**src/rtl/stft_pkg.sv**
```systemverilog
// Shared definitions for the STFT/CNN datapath blocks.
//   clog2       : ceiling log2, for sizing address and count fields
//   rpc_state_t : read_pack_copy control states
package stft_pkg;

  function automatic int unsigned clog2(input int unsigned v);
    int unsigned r;
    r = 0;
    while ((64'd1 << r) < 64'(v)) r++;
    return r;
  endfunction

  typedef enum logic [1:0] {
    IDLE  = 2'd0,
    READ  = 2'd1,
    DRAIN = 2'd2,
    DONE  = 2'd3
  } rpc_state_t;

endpackage

```
**src/rtl/read_pack_copy_lane_packer.sv**
```systemverilog
// lane_packer: gathers PACK captured words into one wide word, first word in
// the MSB lane, and emits a registered write strobe/data.
//   iCLK, iRST   : clock, synchronous active-high reset
//   iVALID       : a source word is being captured this cycle
//   iDATA        : captured source word
//   iFLUSH       : the captured word is the last of the job; write now
//   oWR_EN       : registered write strobe
//   oWR_DATA     : registered packed word (unfilled lanes zero)
//   oWR_LAST     : registered; the current write is the final one of the job
module lane_packer
  import stft_pkg::*;
#(
  parameter int unsigned DW   = 28,
  parameter int unsigned PACK = 4
) (
  input  logic               iCLK,
  input  logic               iRST,
  input  logic               iVALID,
  input  logic [DW-1:0]      iDATA,
  input  logic               iFLUSH,
  output logic               oWR_EN,
  output logic [DW*PACK-1:0] oWR_DATA,
  output logic               oWR_LAST
);

  localparam int unsigned LANE_W = (PACK > 1) ? clog2(PACK) : 1;

  logic [LANE_W-1:0]  lane_q, lane_d;
  logic [DW*PACK-1:0] pack_q, pack_d;
  logic [DW*PACK-1:0] merged;
  logic               wr_en_q, wr_en_d;
  logic [DW*PACK-1:0] wr_data_q, wr_data_d;
  logic               wr_last_q, wr_last_d;

  always_comb begin
    merged    = pack_q;
    for (int unsigned l = 0; l < PACK; l++) begin
      if (lane_q == LANE_W'(l)) merged[(PACK-1-l)*DW +: DW] = iDATA;
    end
    lane_d    = lane_q;
    pack_d    = pack_q;
    wr_en_d   = 1'b0;
    wr_data_d = wr_data_q;
    wr_last_d = 1'b0;
    if (iVALID) begin
      if ((lane_q == LANE_W'(PACK-1)) || iFLUSH) begin
        // The write path takes the merged word directly, so the pack
        // register can restart the next group in the same cycle.
        wr_en_d   = 1'b1;
        wr_data_d = merged;
        wr_last_d = iFLUSH;
        pack_d    = '0;
        lane_d    = '0;
      end else begin
        pack_d = merged;
        lane_d = lane_q + LANE_W'(1);
      end
    end
  end

  always_ff @(posedge iCLK) begin
    if (iRST) begin
      lane_q    <= '0;
      pack_q    <= '0;
      wr_en_q   <= 1'b0;
      wr_data_q <= '0;
      wr_last_q <= 1'b0;
    end else begin
      lane_q    <= lane_d;
      pack_q    <= pack_d;
      wr_en_q   <= wr_en_d;
      wr_data_q <= wr_data_d;
      wr_last_q <= wr_last_d;
    end
  end

  assign oWR_EN   = wr_en_q;
  assign oWR_DATA = wr_data_q;
  assign oWR_LAST = wr_last_q;

endmodule

```
**src/rtl/read_pack_copy.sv**
```systemverilog
// read_pack_copy: reads iLEN narrow words from a source RAM, packs PACK of
// them per wide word (first word in the MSB lane) and writes the wide words
// to consecutive destination addresses; a partial tail is zero-padded.
//   iCLK, iRST          : clock, synchronous active-high reset (aborts a job)
//   iSTART, iLEN        : job request (IDLE only) and length, clamped to SRC_DEPTH
//   oRD_EN/oRD_ADDR     : source read strobe/address
//   iRD_DATA            : source data, RD_LAT cycles after oRD_EN
//   oWR_EN/oWR_ADDR/oWR_DATA : destination write
//   oBUSY, oDONE        : job in progress, one-cycle completion pulse
module read_pack_copy
  import stft_pkg::*;
#(
  parameter int unsigned DW        = 28,
  parameter int unsigned PACK      = 4,
  parameter int unsigned SRC_DEPTH = 36,
  parameter int unsigned RD_LAT    = 1,
  localparam int unsigned SRC_AW = (clog2(SRC_DEPTH) > 0) ? clog2(SRC_DEPTH) : 1,
  localparam int unsigned DST_AW = (clog2((SRC_DEPTH + PACK - 1) / PACK) > 0) ?
                                   clog2((SRC_DEPTH + PACK - 1) / PACK) : 1,
  localparam int unsigned LW     = clog2(SRC_DEPTH + 1)
) (
  input  logic               iCLK,
  input  logic               iRST,
  input  logic               iSTART,
  input  logic [LW-1:0]      iLEN,
  output logic               oRD_EN,
  output logic [SRC_AW-1:0]  oRD_ADDR,
  input  logic [DW-1:0]      iRD_DATA,
  output logic               oWR_EN,
  output logic [DST_AW-1:0]  oWR_ADDR,
  output logic [DW*PACK-1:0] oWR_DATA,
  output logic               oBUSY,
  output logic               oDONE
);

  rpc_state_t         state_q, state_d;
  logic [LW-1:0]      len_q, len_d, len_clamp;
  logic [SRC_AW-1:0]  rd_addr_q, rd_addr_d;
  logic [DST_AW-1:0]  wr_addr_q, wr_addr_d;
  logic [RD_LAT-1:0]  vld_q, last_q;
  logic               rd_en, rd_last, wr_en, wr_last;

  assign len_clamp = (iLEN > LW'(SRC_DEPTH)) ? LW'(SRC_DEPTH) : iLEN;
  assign rd_en     = (state_q == READ);
  assign rd_last   = rd_en && (LW'(rd_addr_q) == (len_q - LW'(1)));

  always_comb begin
    state_d   = state_q;
    len_d     = len_q;
    rd_addr_d = rd_en ? rd_addr_q + SRC_AW'(1) : rd_addr_q;
    wr_addr_d = wr_en ? wr_addr_q + DST_AW'(1) : wr_addr_q;
    case (state_q)
      IDLE: begin
        if (iSTART) begin
          len_d     = len_clamp;
          rd_addr_d = '0;
          wr_addr_d = '0;
          state_d   = (len_clamp == '0) ? DONE : READ;
        end
      end
      READ:    if (rd_last) state_d = DRAIN;
      DRAIN:   if (wr_last) state_d = DONE;
      DONE:    state_d = IDLE;
      default: state_d = IDLE;
    endcase
  end

  always_ff @(posedge iCLK) begin
    if (iRST) begin
      state_q   <= IDLE;
      len_q     <= '0;
      rd_addr_q <= '0;
      wr_addr_q <= '0;
      vld_q     <= '0;
      last_q    <= '0;
    end else begin
      state_q   <= state_d;
      len_q     <= len_d;
      rd_addr_q <= rd_addr_d;
      wr_addr_q <= wr_addr_d;
      // Read strobe and last-read marker travel with the RAM latency so the
      // pipe output lines up with iRD_DATA.
      vld_q[0]  <= rd_en;
      last_q[0] <= rd_last;
      for (int unsigned i = 1; i < RD_LAT; i++) begin
        vld_q[i]  <= vld_q[i-1];
        last_q[i] <= last_q[i-1];
      end
    end
  end

  lane_packer #(
    .DW   (DW),
    .PACK (PACK)
  ) u_lane_packer (
    .iCLK     (iCLK),
    .iRST     (iRST),
    .iVALID   (vld_q[RD_LAT-1]),
    .iDATA    (iRD_DATA),
    .iFLUSH   (last_q[RD_LAT-1]),
    .oWR_EN   (wr_en),
    .oWR_DATA (oWR_DATA),
    .oWR_LAST (wr_last)
  );

  assign oRD_EN   = rd_en;
  assign oRD_ADDR = rd_addr_q;
  assign oWR_EN   = wr_en;
  assign oWR_ADDR = wr_addr_q;
  assign oBUSY    = (state_q != IDLE);
  assign oDONE    = (state_q == DONE);

endmodule

```
**config.mk**
```make
export PLATFORM = sky130hd
export DESIGN_NAME = read_pack_copy
export DESIGN_NICKNAME = d
export VERILOG_FILES = /design/src/rtl/stft_pkg.sv /design/src/rtl/read_pack_copy_lane_packer.sv /design/src/rtl/read_pack_copy.sv
export SDC_FILE = /design/constraint.sdc
export NUM_CORES = 1
export LEC_CHECK = 0
export ABC_AREA = 1
export ABC_CLOCK_PERIOD_IN_PS = 1850
export BUFFER_PORTS_ARGS = -buffer_cell sky130_fd_sc_hd__buf_2
export CAP_MARGIN = 30
export CORE_MARGIN = 5
export CORE_UTILIZATION = 45
export DETAILED_ROUTE_END_ITERATION = 12
export GPL_ROUTABILITY_DRIVEN = 0
export MAX_ROUTING_LAYER = met4
export PLACE_DENSITY = 0.63
export SLEW_MARGIN = 0
export SYNTH_ARGS = -nofsm -noshare
export SYNTH_HDL_FRONTEND = slang
export SYNTH_SLANG_ARGS = --single-unit
export TNS_END_PERCENT = 20
```
**constraint.sdc**
```tcl
create_clock -name iCLK -period 1.85 [get_ports iCLK]
set_clock_uncertainty 0.1 [all_clocks]
set_input_delay 0.185 -clock iCLK [delete_from_list [all_inputs] [get_ports iCLK]]
set_output_delay 0.185 -clock iCLK [all_outputs]
set_load 0.005 [all_outputs]
```
# Word level (Yosys, flattened, before mapping)
# Cells that the tools add are included.
# word_totals
reg_bits	248
latchBits	0
ramBits	0
rom_bits	0
in_bits	37
output_inout_bits	126
word_cells	58
memories	0
# classes
addsub	4
multipliers	0
n_div	0
n_lt_le_gt_ge	1
n_eq_ne	10
n_shift	0
muxes	19
bitwise_logic	2
reduce_logical	11
# ops
cell	n
$mux W112	1
$mux W28	4
$mux W6	4
$mux W4	3
$mux W2	5
$eq A2 B2 Y1 const B	4
$pmux W2 S4	1
$add A6 B1 Y6 const B	1
$eq A6 B6 Y1	1
$gt A6 B6 Y1 const B	1
$logic_not A6 Y1	1
$sub A6 B1 Y6 const B	1
$add A4 B1 Y4 const B	1
$eq A2 B1 Y1 const B	2
$logic_not A2 Y1	2
$ne A2 B1 Y1 const B	2
$reduce_and A2 Y1	2
$reduce_and A3 Y1	1
$reduce_or A3 Y1	1
$add A2 B1 Y2 const B	1
$ne A2 B2 Y1 const B	1
$not A1 Y1	2
$reduce_bool A2 Y1	1
$reduce_or A2 Y1	1
3 further kinds	3

# Logic depth before layout (Yosys ltp)
# Gate-level depths: netlist (run 1).
# depth
word_depth	6
mapped_depth	12
ltp_nobuf	12

# Modules after synthesis
# A second synthesis (run 1) with hierarchy kept.
# hier_totals
hier_cells	1459
hier_area_um2	10214.8
# modules_own_cells
module	instances	cells_per_inst	area_each_um2	seq_area_each_um2
lane_packer	1	1297	9080.0	4564.4
read_pack_copy	1	162	1134.8	400.4

# Worst setup path before layout (run 1)
# OpenSTA, ideal clock, no wires.
# synth_path
path_kind	register -> register
startpoint	reg u_lane_packer.lane_q[0]
endpoint	reg u_lane_packer.wr_data_q[40] (netlist: u_lane_packer.oWR_DATA[40])
setup_ps	132
arrival_ps	1366
required_time_ps	1618
setup_slack_ps	252
stages_incl_launch_ff	8
n_path_buf	2
cell_sequence	dfxtp_1 inv_1 ha_1 buf_2 buf_4 mux2_2 nand2_1 a21oi_1
# synth_between
elab_chain_len	3
word_cells_on_any_way	5
classes_between	2 x eq/ne; 1 x mux; 2 x reduce/logical
# synth_rtl
element	line_no	rtl
from (decl)	read_pack_copy_lane_packer.sv:28	logic [LANE_W-1:0] lane_q, lane_d;
from (signal assigned)	read_pack_copy_lane_packer.sv:69	lane_q <= lane_d;
$eq A2 B2 Y1	read_pack_copy_lane_packer.sv:46	if ((lane_q == LANE_W'(PACK-1)) || iFLUSH) begin
$logic_or A1 B1 Y1	read_pack_copy_lane_packer.sv:46	
$reduce_and A2 Y1 (no source line)	-	
to (signal assigned)	read_pack_copy_lane_packer.sv:72	wr_data_q <= wr_data_d;
to (decl)	read_pack_copy_lane_packer.sv:32	logic [DW*PACK-1:0] wr_data_q, wr_data_d;
# Parallel ways exist; a longest one is shown, timed or not.
# A chain may end at the register's enable or synchronous reset.

# Worst setup path in the final report (run 1)
# layout_path
startpoint	reg state_q[1]
endpoint	out oRD_EN
# layout_between
elab_chain_len	1
# layout_rtl
element	line_no	rtl
from (decl)	read_pack_copy.sv:36	rpc_state_t state_q, state_d;
from (signal assigned)	read_pack_copy.sv:77	state_q <= state_d;
$eq A2 B1 Y1	read_pack_copy.sv:44	assign rd_en = (state_q == READ);
to (decl)	read_pack_copy.sv:26	output logic oRD_EN,
# Every way passes these cells.

==> results of run 1 <==
routing by layer:
layer / GRT usage / vias up / share of wire
met2: 0.288 / 193 / 0.42
met1: 0.295 / 3997 / 0.52
li1: - / 4390 / -
met4: 0.0403 / 0 / 0.014
met5: - / - / 0
met3: 0.0324 / 33 / 0.048
Yosys cell counts:
library cell / n
inv_1: 52
a211oi_1: 2
inv_2: 4
nand4_1: 2
nor3b_1: 2
mux2_2: 84
clkbuf_1: 39
a31oi_1: 1
buf_4: 18
dfxtp_1: 248
xor2_1: 4
nor3_1: 32
o21ai_0: 32
xnor2_1: 2
nand3_1: 13
a32oi_1: 1
nand2_1: 373
nor4_1: 1
o22ai_1: 4
nor2_4: 1
and3_1: 1
a21oi_1: 230
o21ai_2: 1
ha_1: 12
nor2_2: 1
buf_2: 27
nor2_1: 54
buf_1: 3
critical path, cell delays in order, from the launching register on:
cell     delay (ps)
dfxtp_1         340
inv_1           110
ha_1            370
buf_2           190
power by group:
| group | total [mW] | leakage [nW] | switching [mW] | internal, mW |
|---|---|---|---|---|
| combinational | 1.87 | 2.54 | 1.12 | 0.753 |
| clock | 4.96 | 0.400 | 2.03 | 2.93 |
| sequential | 5.61 | 2.00 | 0.111 | 5.50 |
path summary, 6_finish.rpt:
kind,startpoint,to,cells after the start
max,state_q[1]$_SDFFE_PP0P_,oRD_EN,3
min,u_lane_packer.pack_q[15]$_SDFFE_PP0P_,u_lane_packer.pack_q[15]$_SDFFE_PP0P_,2
max reg2reg,state_q[0]$_SDFFE_PP0P_,len_q[5]$_SDFFE_PP0P_,6
min reg2reg,u_lane_packer.pack_q[15]$_SDFFE_PP0P_,u_lane_packer.pack_q[15]$_SDFFE_PP0P_,2
registers in the layout, summed over array words and instances (netlist names), 2 cells and up:
name                    flops
len_q                       6
oRD_ADDR                    6
oWR_ADDR                    4
state_q                     2
u_lane_packer.lane_q        2
u_lane_packer.oWR_DATA    112
u_lane_packer.pack_q      112
per-stage QoR:
| step | power [mW] | util | worst slack [ps] | setup TNS [ps] |
|---|---|---|---|---|
| floorplan | 7.02 | - | 252 | 0 |
| global placement | 7.49 | 0.504 | 201 | 0 |
| detailed placement | 7.51 | 0.504 | 121 | 0 |
| CTS | 12.5 | 0.559 | 16.4 | 0 |
| global route | 13.0 | 0.559 | -44.8 | -93.5 |
| finish | 12.4 | 0.559 | 44.3 | 0 |
logic make-up after synthesis:
group	synth area share
xor+xnor	0.00525
buf+inv	0.0637
simple gates	0.188
fa+ha+maj	0.0150
flops	0.496
compound gates	0.137
mux	0.0945
final cells by class:
class / instances / area [um^2] / share of cell area
timing repair buffer: 222 / 1490 / 0.122
tap: 280 / 350 / 0.0286
multi-input combinational: 853 / 4420 / 0.361
inverter: 56 / 210 / 0.0172
clock buffer: 42 / 802 / 0.0655
clock inverter: 2 / 10.0 / 0.000817
sequential: 248 / 4970 / 0.405
timing repair:
action | CTS | global route
buffers inserted | 0 | 1
endpoints found under the setup margin | 0 | 9
hold buffers | 38 | 0
resized for setup | 0 | 6
endpoints found under the hold margin | 57 | 0
==> metrics.md, run 1 <==
| Metric | Value |
|---|---|
| Status | completed |
| Hold WS | 341 ps |
| Final Cycle Share | 0.976 |
| First-pass GRT wire length | 42.1 mm |
| Die height | ~160 um |
| Root Driver | clkbuf_16 |
| # setup viols final | 0 |
| Most common cell after layout, fill and taps aside | nand2_1 |
| Global route overflow | 0 |
| CP max FO | 8 |
| Max-slew violation count | 0 |
| Initial antenna violation count | 0 |
| Placed Area | 11,000 um^2 |
| Crit path arrival time | 1520 ps |
| GRT Total Usage | 0.199 |
| # IOs | 163 |
| Clk pin slew, worst setup/hold paths | 60 ps |
| PD cells | 1020 nW/um^2 |
| Slew @ Worst Pin | 636 ps |
| Port bufs | 162 |
| Die Wd | 159 um |
| Drt first pass iters | 5 |
| Core region area | 21,900 um^2 |
| Sinks on Clock Net | 248 |
| Post-DRT Antenna Nets | 0 |
| Final count of hold timing violations | 0 |
| Max-cap viol count | 0 |
| Yosys top cell by area | dfxtp_1 |
| Post-synthesis sequential area ratio | 0.496 |
| Synth unique cells | 28 |
| Drt total wl | 25.7 mm |
| Most frequent cells in the layout | nand2_1 (372), dfxtp_1 (247), a21oi_1 (230) |
| Mapped Avg Cell Area | 8.05 um^2 |
| R2R setup slack | 100 ps |
| Post-detail-place hpwl | 16.5 mm |
| Initial Util | 0.457 |
| Share of the synthesized area in the top cell type | 0.496 |
| CP Capture Type | primary output |
| Vias in the first global route | 8,202 |
| Placed insts | 1,620 |
| FP Rows | 54 |
| TritonCTS clock tree | done |
| Largest net degree at the start of global routing | 96 |
| Syn Nets | 1,293 |
| CTS max path bufs | 3 |
| Max Clock Freq | 0.554 GHz |
| Die area | 25,300 um^2 |
| Fillers | 2,112 |
| Leak pwr | a little under 5 nW |
| Rel. slew slack | 0.576 |
| Vias per cell | 5.06 |
| DRT iter0 DRCs | 636 |
| Area delta synth->final | 22.3% |
| Final Instance Area | between 10,000 and 15,000 um^2 |
| RSZ-0062 raised after global routing | true |
| Worst-Skew Late Latency | between 500 and 600 ps |
| Crit Path Class | reg -> out |
| Residual DRC count | 0 |
| Diode count | 0 |
| CP Data Required Time | 1560 ps |
| Cells after synthesis | 1,244 |
| Hold crit path type | reg -> reg |
| Syn Std Cell Area | 10,000 um^2 |
| Drt wl/cell | 15.1 um |
| Crit path launch type | flip-flop |
| CTS HTree Levels | 1 |
| Layout cells sized above 1 | 0.222 |
| Final Non-Filler Cells | 1,703 |
| Yosys warning count | 0 |
| #FFs+latches synth | around 250 |
| VDD IR max | 0.713 mV |
| Inserted Clock Buffers | 27 |
| Crit path time final | 1810 ps |
| Routed vias | 8,613 |
| Nets | 1,457 |
| Area contributors post-synth | dfxtp_1 (50%), nand2_1 (14%), a21oi_1 (11%) |
No activity file was read; power rests on OpenSTA's default activity.
==> run 2, diff against run 1 <==
--- a/config.mk
+++ b/config.mk
@@ -15,6 +15,7 @@
 export GPL_ROUTABILITY_DRIVEN = 0
 export MAX_ROUTING_LAYER = met4
 export PLACE_DENSITY = 0.63
+export REMOVE_ABC_BUFFERS = 1
 export SLEW_MARGIN = 0
 export SYNTH_ARGS = -nofsm -noshare
 export SYNTH_HDL_FRONTEND = slang
==> metrics.md, run 2 (synthesized netlist as in run 1, its figures left out) <==
| Metric | Value |
|---|---|
| Max-slew violation count | 0 (unchanged) |
| Initial Util | 0.457 (unchanged) |
| Vias per cell | 5.04 (-0.30%) |
| Vias in the first global route | 8,319 (+1.4%) |
| VDD IR max | 0.683 mV (-4.3%) |
| Status | completed |
| FP Rows | 54 (unchanged) |
| Drt total wl | 25.9 mm (+0.68%) |
| Layout cells sized above 1 | 0.228 (+0.00568) |
| CP Capture Type | flip-flop |
| Routed vias | 8,607 (-0.070%) |
| Diode count | 0 (unchanged) |
| Die Wd | 159 um (unchanged) |
| CP Data Required Time | 2200 ps (+640 ps) |
| Port bufs | 162 (unchanged) |
| Placed Area | 11,200 um^2 (+1.2%) |
| Initial antenna violation count | 0 (unchanged) |
| Most frequent cells in the layout | nand2_1 (373), dfxtp_1 (247), a21oi_1 (230) |
| CTS HTree Levels | 1 (unchanged) |
| First-pass GRT wire length | 42.5 mm (+0.90%) |
| Inserted Clock Buffers | 27 (unchanged) |
| # setup viols final | 0 (unchanged) |
| Clk pin slew, worst setup/hold paths | 60 ps (about the same) |
| # IOs | 163 (unchanged) |
| Slew @ Worst Pin | 476 ps (-160 ps) |
| RSZ-0062 raised after global routing | false |
| Max-cap viol count | 0 (unchanged) |
| Rel. slew slack | 0.682 (+0.106) |
| Leak pwr | 5.01 nW (+1.3%) |
| Crit path arrival time | 2040 ps (+520 ps) |
| Drt first pass iters | 5 (unchanged) |
| CTS max path bufs | 3 (unchanged) |
| Worst stage delay on the critical path | 370 ps (about the same) |
| Final count of hold timing violations | 0 (unchanged) |
| Global route overflow | 0 (unchanged) |
| Post-detail-place hpwl | 16.2 mm (-1.7%) |
| Most common cell after layout, fill and taps aside | nand2_1 |
| Die height | 159 um (unchanged) |
| Worst-Skew Late Latency | 520 ps (about the same) |
| Sinks on Clock Net | 248 (unchanged) |
| TritonCTS clock tree | done |
| Root Driver | clkbuf_16 |
| Die area | 25,300 um^2 (unchanged) |
| CP cell instances | ha_2 -> nor2_2 -> nor2_4 -> buf_12 -> buf_12 -> o21ai_0 -> a21oi_1 |
| Residual DRC count | 0 (unchanged) |
| Post-DRT Antenna Nets | 0 (unchanged) |
| Crit path launch type | flip-flop |
| DRT iter0 DRCs | 494 (-22%) |
| Final Instance Area | 12,400 um^2 (+1.4%) |
| Drt wl/cell | 15.2 um (+0.45%) |
| GRT Total Usage | 0.200 (+0.000516) |
| Hold crit path type | in -> reg |
| Crit path time final | 1690 ps (-111 ps) |
| Area delta synth->final | 24.0% |
| Max Clock Freq | 0.590 GHz (+6.6%) |
| Crit-path most repeated cell | buf_12 |
| CP max FO | 45 (+37) |
| Final Cycle Share | 0.916 (-0.0601) |
| Nets | 1,459 (+0.14%) |
| Post-CTS Setup Repair Bufs | 0 (unchanged) |
| PD cells | 1040 nW/um^2 (+2.4%) |
| Slowest stage cell, crit path | dfxtp_1 |
| Hold WS | 28.5 ps (-312 ps) |
| Core region area | 21,900 um^2 (unchanged) |
| Crit Path Class | reg -> reg |
| Largest net degree at the start of global routing | 91 (-5.2%) |
-- run 2: worst paths after layout --
path / from / endpoint / slack, ps / depth (start not counted)
max: u_lane_packer.lane_q[1]$_SDFFE_PP0P_ / u_lane_packer.oWR_DATA[23]$_SDFFE_PP0P_ / 160 / 7
min: iSTART / state_q[0]$_SDFFE_PP0P_ / 30 / 5
max reg2reg: u_lane_packer.lane_q[1]$_SDFFE_PP0P_ / u_lane_packer.oWR_DATA[23]$_SDFFE_PP0P_ / 160 / 7
min reg2reg: u_lane_packer.pack_q[0]$_SDFFE_PP0P_ / u_lane_packer.pack_q[0]$_SDFFE_PP0P_ / 340 / 2
-- run 2: metal layers --
layer / vias up / GRT usage / share of wire
met5: - / - / 0
met4: 0 / 0.0423 / 0.014
met3: 29 / 0.0298 / 0.044
met2: 190 / 0.318 / 0.46
met1: 3985 / 0.272 / 0.48
li1: 4403 / - / -
-- run 2: cell type report --
cell class,count,area [um^2]
Multi-Input combinational cell,853,4420
Inverter,56,210
Clock buffer,40,785
Sequential cell,248,4970
Timing Repair Buffer,224,1580
Clock inverter,6,105
Fill cell,2105,9480
Tap cell,280,350
-- run 2: stage by stage --
stage | worst slack (ps) | TNS [ps] | power, mW | instances | utilization
2_1_floorplan | -3000 | -418770 | 6.84 | 1157 | -
3_3_place_gp | 152 | 0 | 7.57 | 1626 | 0.510
3_5_place_dp | 86.0 | 0 | 7.59 | 1626 | 0.510
4_1_cts | 62.7 | 0 | 13.0 | 1707 | 0.567
5_1_grt | 18.5 | 0 | 13.5 | 1707 | 0.567
6_report | 156 | 0 | 12.9 | 1707 | 0.567
-- run 2: power by group --
part	switching [mW]	internal, mW
Clock	2.06	3.32
Combinational	1.13	0.791
Sequential	0.110	5.50
Total	3.30	9.61
-- run 2: what timing repair did --
item,4_1_cts,5_1_grt
hold buffers,35,0
endpoints found under the setup margin,0,19
endpoints found under the hold margin,34,0
resized for setup,0,4
-- run 2: critical path: cells and delay by family (launching register included) --
family,cells,cell delay [ps]
adders and majority gates,1,240
buffers and inverters,2,440
DFF,1,370
and+or+nand+nor,2,190
AOI/OAI and AO/OA,2,270
==> run 3, diff against run 2 <==
--- a/config.mk
+++ b/config.mk
@@ -6,7 +6,7 @@
 export NUM_CORES = 1
 export LEC_CHECK = 0
 export ABC_AREA = 1
-export ABC_CLOCK_PERIOD_IN_PS = 1850
+export ABC_CLOCK_PERIOD_IN_PS = 2050
 export BUFFER_PORTS_ARGS = -buffer_cell sky130_fd_sc_hd__buf_2
 export CAP_MARGIN = 30
 export CORE_MARGIN = 5
==> constraint.sdc (replaced) <==
create_clock -name iCLK -period 2.05 [get_ports iCLK]
set_clock_uncertainty 0.1 [all_clocks]
set_input_delay 0.205 -clock iCLK [delete_from_list [all_inputs] [get_ports iCLK]]
set_output_delay 0.205 -clock iCLK [all_outputs]
set_load 0.005 [all_outputs]
==> metrics.md, run 3 (synthesized netlist as in run 1, its figures left out) <==
| Metric | Value |
|---|---|
| Status | completed |
| Sw Pwr | 2.98 mW (-9.7%) |
| Inserted Clock Buffers | 27 (unchanged) |
| GRT Total Usage | 0.199 (-0.000483) |
| Largest net degree at the start of global routing | 109 (+20%) |
| FP Rows | 54 (unchanged) |
| Root Driver | clkbuf_16 |
| Worst-Skew Late Latency | 520 ps (about the same) |
| CP Data Required Time | 2340 ps (+140 ps) |
| Residual DRC count | 0 (unchanged) |
| Most frequent cells in the layout | nand2_1 (373), dfxtp_1 (248), a21oi_1 (230) |
| Crit path arrival time | 2200 ps (+160 ps) |
| CP max FO | 5 (-89%) |
| Rel. slew slack | 0.580 (-0.102) |
| Clock network power share | 0.408 (-0.008) |
| Crit Reg-Reg Startpoint | state_q[0]$_SDFFE_PP0P_ |
| Met2 GRT Util | 0.329 (+0.0117) |
| DRT iter0 DRCs | 459 (-7.1%) |
| Pre-CTS setup slack | 314 ps (+228 ps) |
| Reg power frac | 0.441 (+0.007) |
| Slowest stage cell, crit path | dlygate4sd3_1 |
| Initial Util | 0.457 (unchanged) |
| GRT met3 Usage | 0.0293 (-0.000518) |
| Slew @ Worst Pin | 630 ps (+154 ps) |
| R2R setup slack | 140 ps (about the same) |
| Routed vias | 8,648 (+0.48%) |
| Port bufs | 162 (unchanged) |
| Crit Path Class | reg -> reg |
| Setup WS post-layout | 143 ps (-12.1 ps) |
| Drt total wl | 25.6 mm (-1.1%) |
| Crit path launch type | flip-flop |
| Max-cap viol count | 0 (unchanged) |
| Crit path from | state_q[0]$_SDFFE_PP0P_ |
| CTS max path bufs | 3 (unchanged) |
| Die Wd | 159 um (unchanged) |
| Final Cycle Share | 0.930 (+0.0141) |
| Worst reg2reg path endpoint | len_q[4]$_SDFFE_PP0P_ |
| Area delta synth->final | 22.9% |
| Fillers | 2,126 (+1.0%) |
| Vias in the first global route | 8,363 (+0.53%) |
| Drt wl/cell | 15.0 um (-1.1%) |
| Clk pin slew, worst setup/hold paths | 60 ps (about the same) |
| Die height | 159 um (unchanged) |
| CP cell instances | inv_1 -> ha_1 -> nand2_1 -> inv_1 -> nand2_1 -> o21ai_0 -> dlygate4sd3_1 |
| Leak pwr | 4.96 nW (-0.98%) |
| CP Capture Type | flip-flop |
| Power Total | 11.5 mW (-11%) |
| Layout cells sized above 1 | 0.223 (-0.00475) |
| Core region area | 21,900 um^2 (unchanged) |
| Global route overflow | 0 (unchanged) |
| Max-slew violation count | 0 (unchanged) |
| Vias per cell | 5.07 (+0.48%) |
| Drt first pass iters | 7 (+2) |
| RSZ-0062 raised after global routing | false |
| Die area | 25,300 um^2 (unchanged) |
| GR peak layer | met2 |
| Initial antenna violation count | 1 (+1) |
| Sinks on Clock Net | 248 (unchanged) |
| PD cells | 932 nW/um^2 (-10%) |
| Max Clock Freq | 0.524 GHz (-11%) |
| Most common cell after layout, fill and taps aside | nand2_1 |
| Final count of hold timing violations | 0 (unchanged) |
| TritonCTS clock tree | done |
| Met1 Usage GRT | 0.262 (-0.00991) |
| VDD IR max | 0.779 mV (+14%) |
| Worst stage delay on the critical path | 560 ps (+190 ps) |
| First-pass GRT wire length | 42.3 mm (-0.47%) |
| Sw Ratio | 0.260 (+0.00435) |
| Hold crit path type | in -> reg |
| Internal Power | 8.48 mW (-12%) |
| Crit path time final | 1910 ps (+212 ps) |
| Post-DRT Antenna Nets | 0 (unchanged) |
| Logic pwr share | 0.151 (+0.002) |
| Post-detail-place hpwl | 15.7 mm (-3.1%) |
| Register area | 4960 um^2 (about the same) |
| End of the critical path | len_q[4]$_SDFFE_PP0P_ |
| # setup viols final | 0 (unchanged) |
| Multi-input gate area | 4420 um^2 (unchanged) |
| # IOs | 163 (unchanged) |
| CTS HTree Levels | 1 (unchanged) |
| Reg2reg path depth | 7 (unchanged) |
| Nets | 1,456 (-0.21%) |
==> run 3: cell count changes in the layout (fill, tap and decap cells not counted), sizes merged <==
| cell | change |
|---|---|
| bufinv | -1 |
| inv | +1 |
| buf | -6 |
| dlygate4sd3 | +3 |
| clkinv | +2 |
| diode | +1 |
==> run 3: worst min-delay path by stage <==
stage / start / endpoint / cells past startpoint
floorplan: iRST / u_lane_packer.lane_q[1]$_SDFFE_PP0P_ / 1
global placement: u_lane_packer.pack_q[12]$_SDFFE_PP0P_ / u_lane_packer.pack_q[12]$_SDFFE_PP0P_ / 2
detailed placement: u_lane_packer.pack_q[10]$_SDFFE_PP0P_ / u_lane_packer.pack_q[10]$_SDFFE_PP0P_ / 2
CTS: iSTART / state_q[1]$_SDFFE_PP0P_ / 5
global route: iSTART / state_q[0]$_SDFFE_PP0P_ / 5
finish: iSTART / state_q[1]$_SDFFE_PP0P_ / 5
==> run 3: worst max-delay path: cells and delay by family, from the launching register on <==
family,cells,cell delay [ps]
buf+inv,3,760
compound gates,1,70
fa+ha+maj,1,220
flops,1,380
simple gates,2,260
==> run 3: per-stage QoR <==
step / std cells / util / instance area (um^2) / setup TNS (ps) / hold WS (ps)
final: 1707 / 0.562 / 12300 / 0 / 66.5
after detailed placement: 1620 / 0.505 / 11100 / 0 / 335
after CTS: 1706 / 0.562 / 12300 / 0 / 45.9
after floorplan: 1157 / - / 9580 / -373240 / 174
after global placement: 1620 / 0.505 / 11100 / 0 / 331
after global routing: 1707 / 0.562 / 12300 / 0 / 100
==> run 3: area by class of cell <==
cell class / instances / share of cell area
diodes: 1 / 0.000203
clock buffers: 40 / 0.0622
clock inverters: 8 / 0.00763
inverters: 56 / 0.0171
multi-input cells: 853 / 0.359
flip-flops and latches: 248 / 0.404
well taps: 280 / 0.0285
repair buffers: 221 / 0.121
==> run 3: power groups by stage <==
stage / logic, mW / registers [mW] / clock network (mW)
after floorplan: 1.03 / 5.14 / 0
after global placement: 1.66 / 5.16 / 0
after detailed placement: 1.67 / 5.16 / 0
after CTS: 1.74 / 5.06 / 4.80
after global routing: 1.91 / 5.08 / 5.02
final: 1.73 / 5.06 / 4.68
==> run 3: timing repair <==
item / CTS / global route
gates resized for setup: 0 / 1
endpoints found under the setup margin: 0 / 1
hold buffers: 38 / 0
endpoints found under the hold margin: 34 / 0
setup buffers: 0 / 0
==> run 3: per-layer routing <==
metal	wire length, um	share of wire
met5	0	0
met4	418	0.016
met3	1100	0.043
met2	12200	0.48
met1	11900	0.47
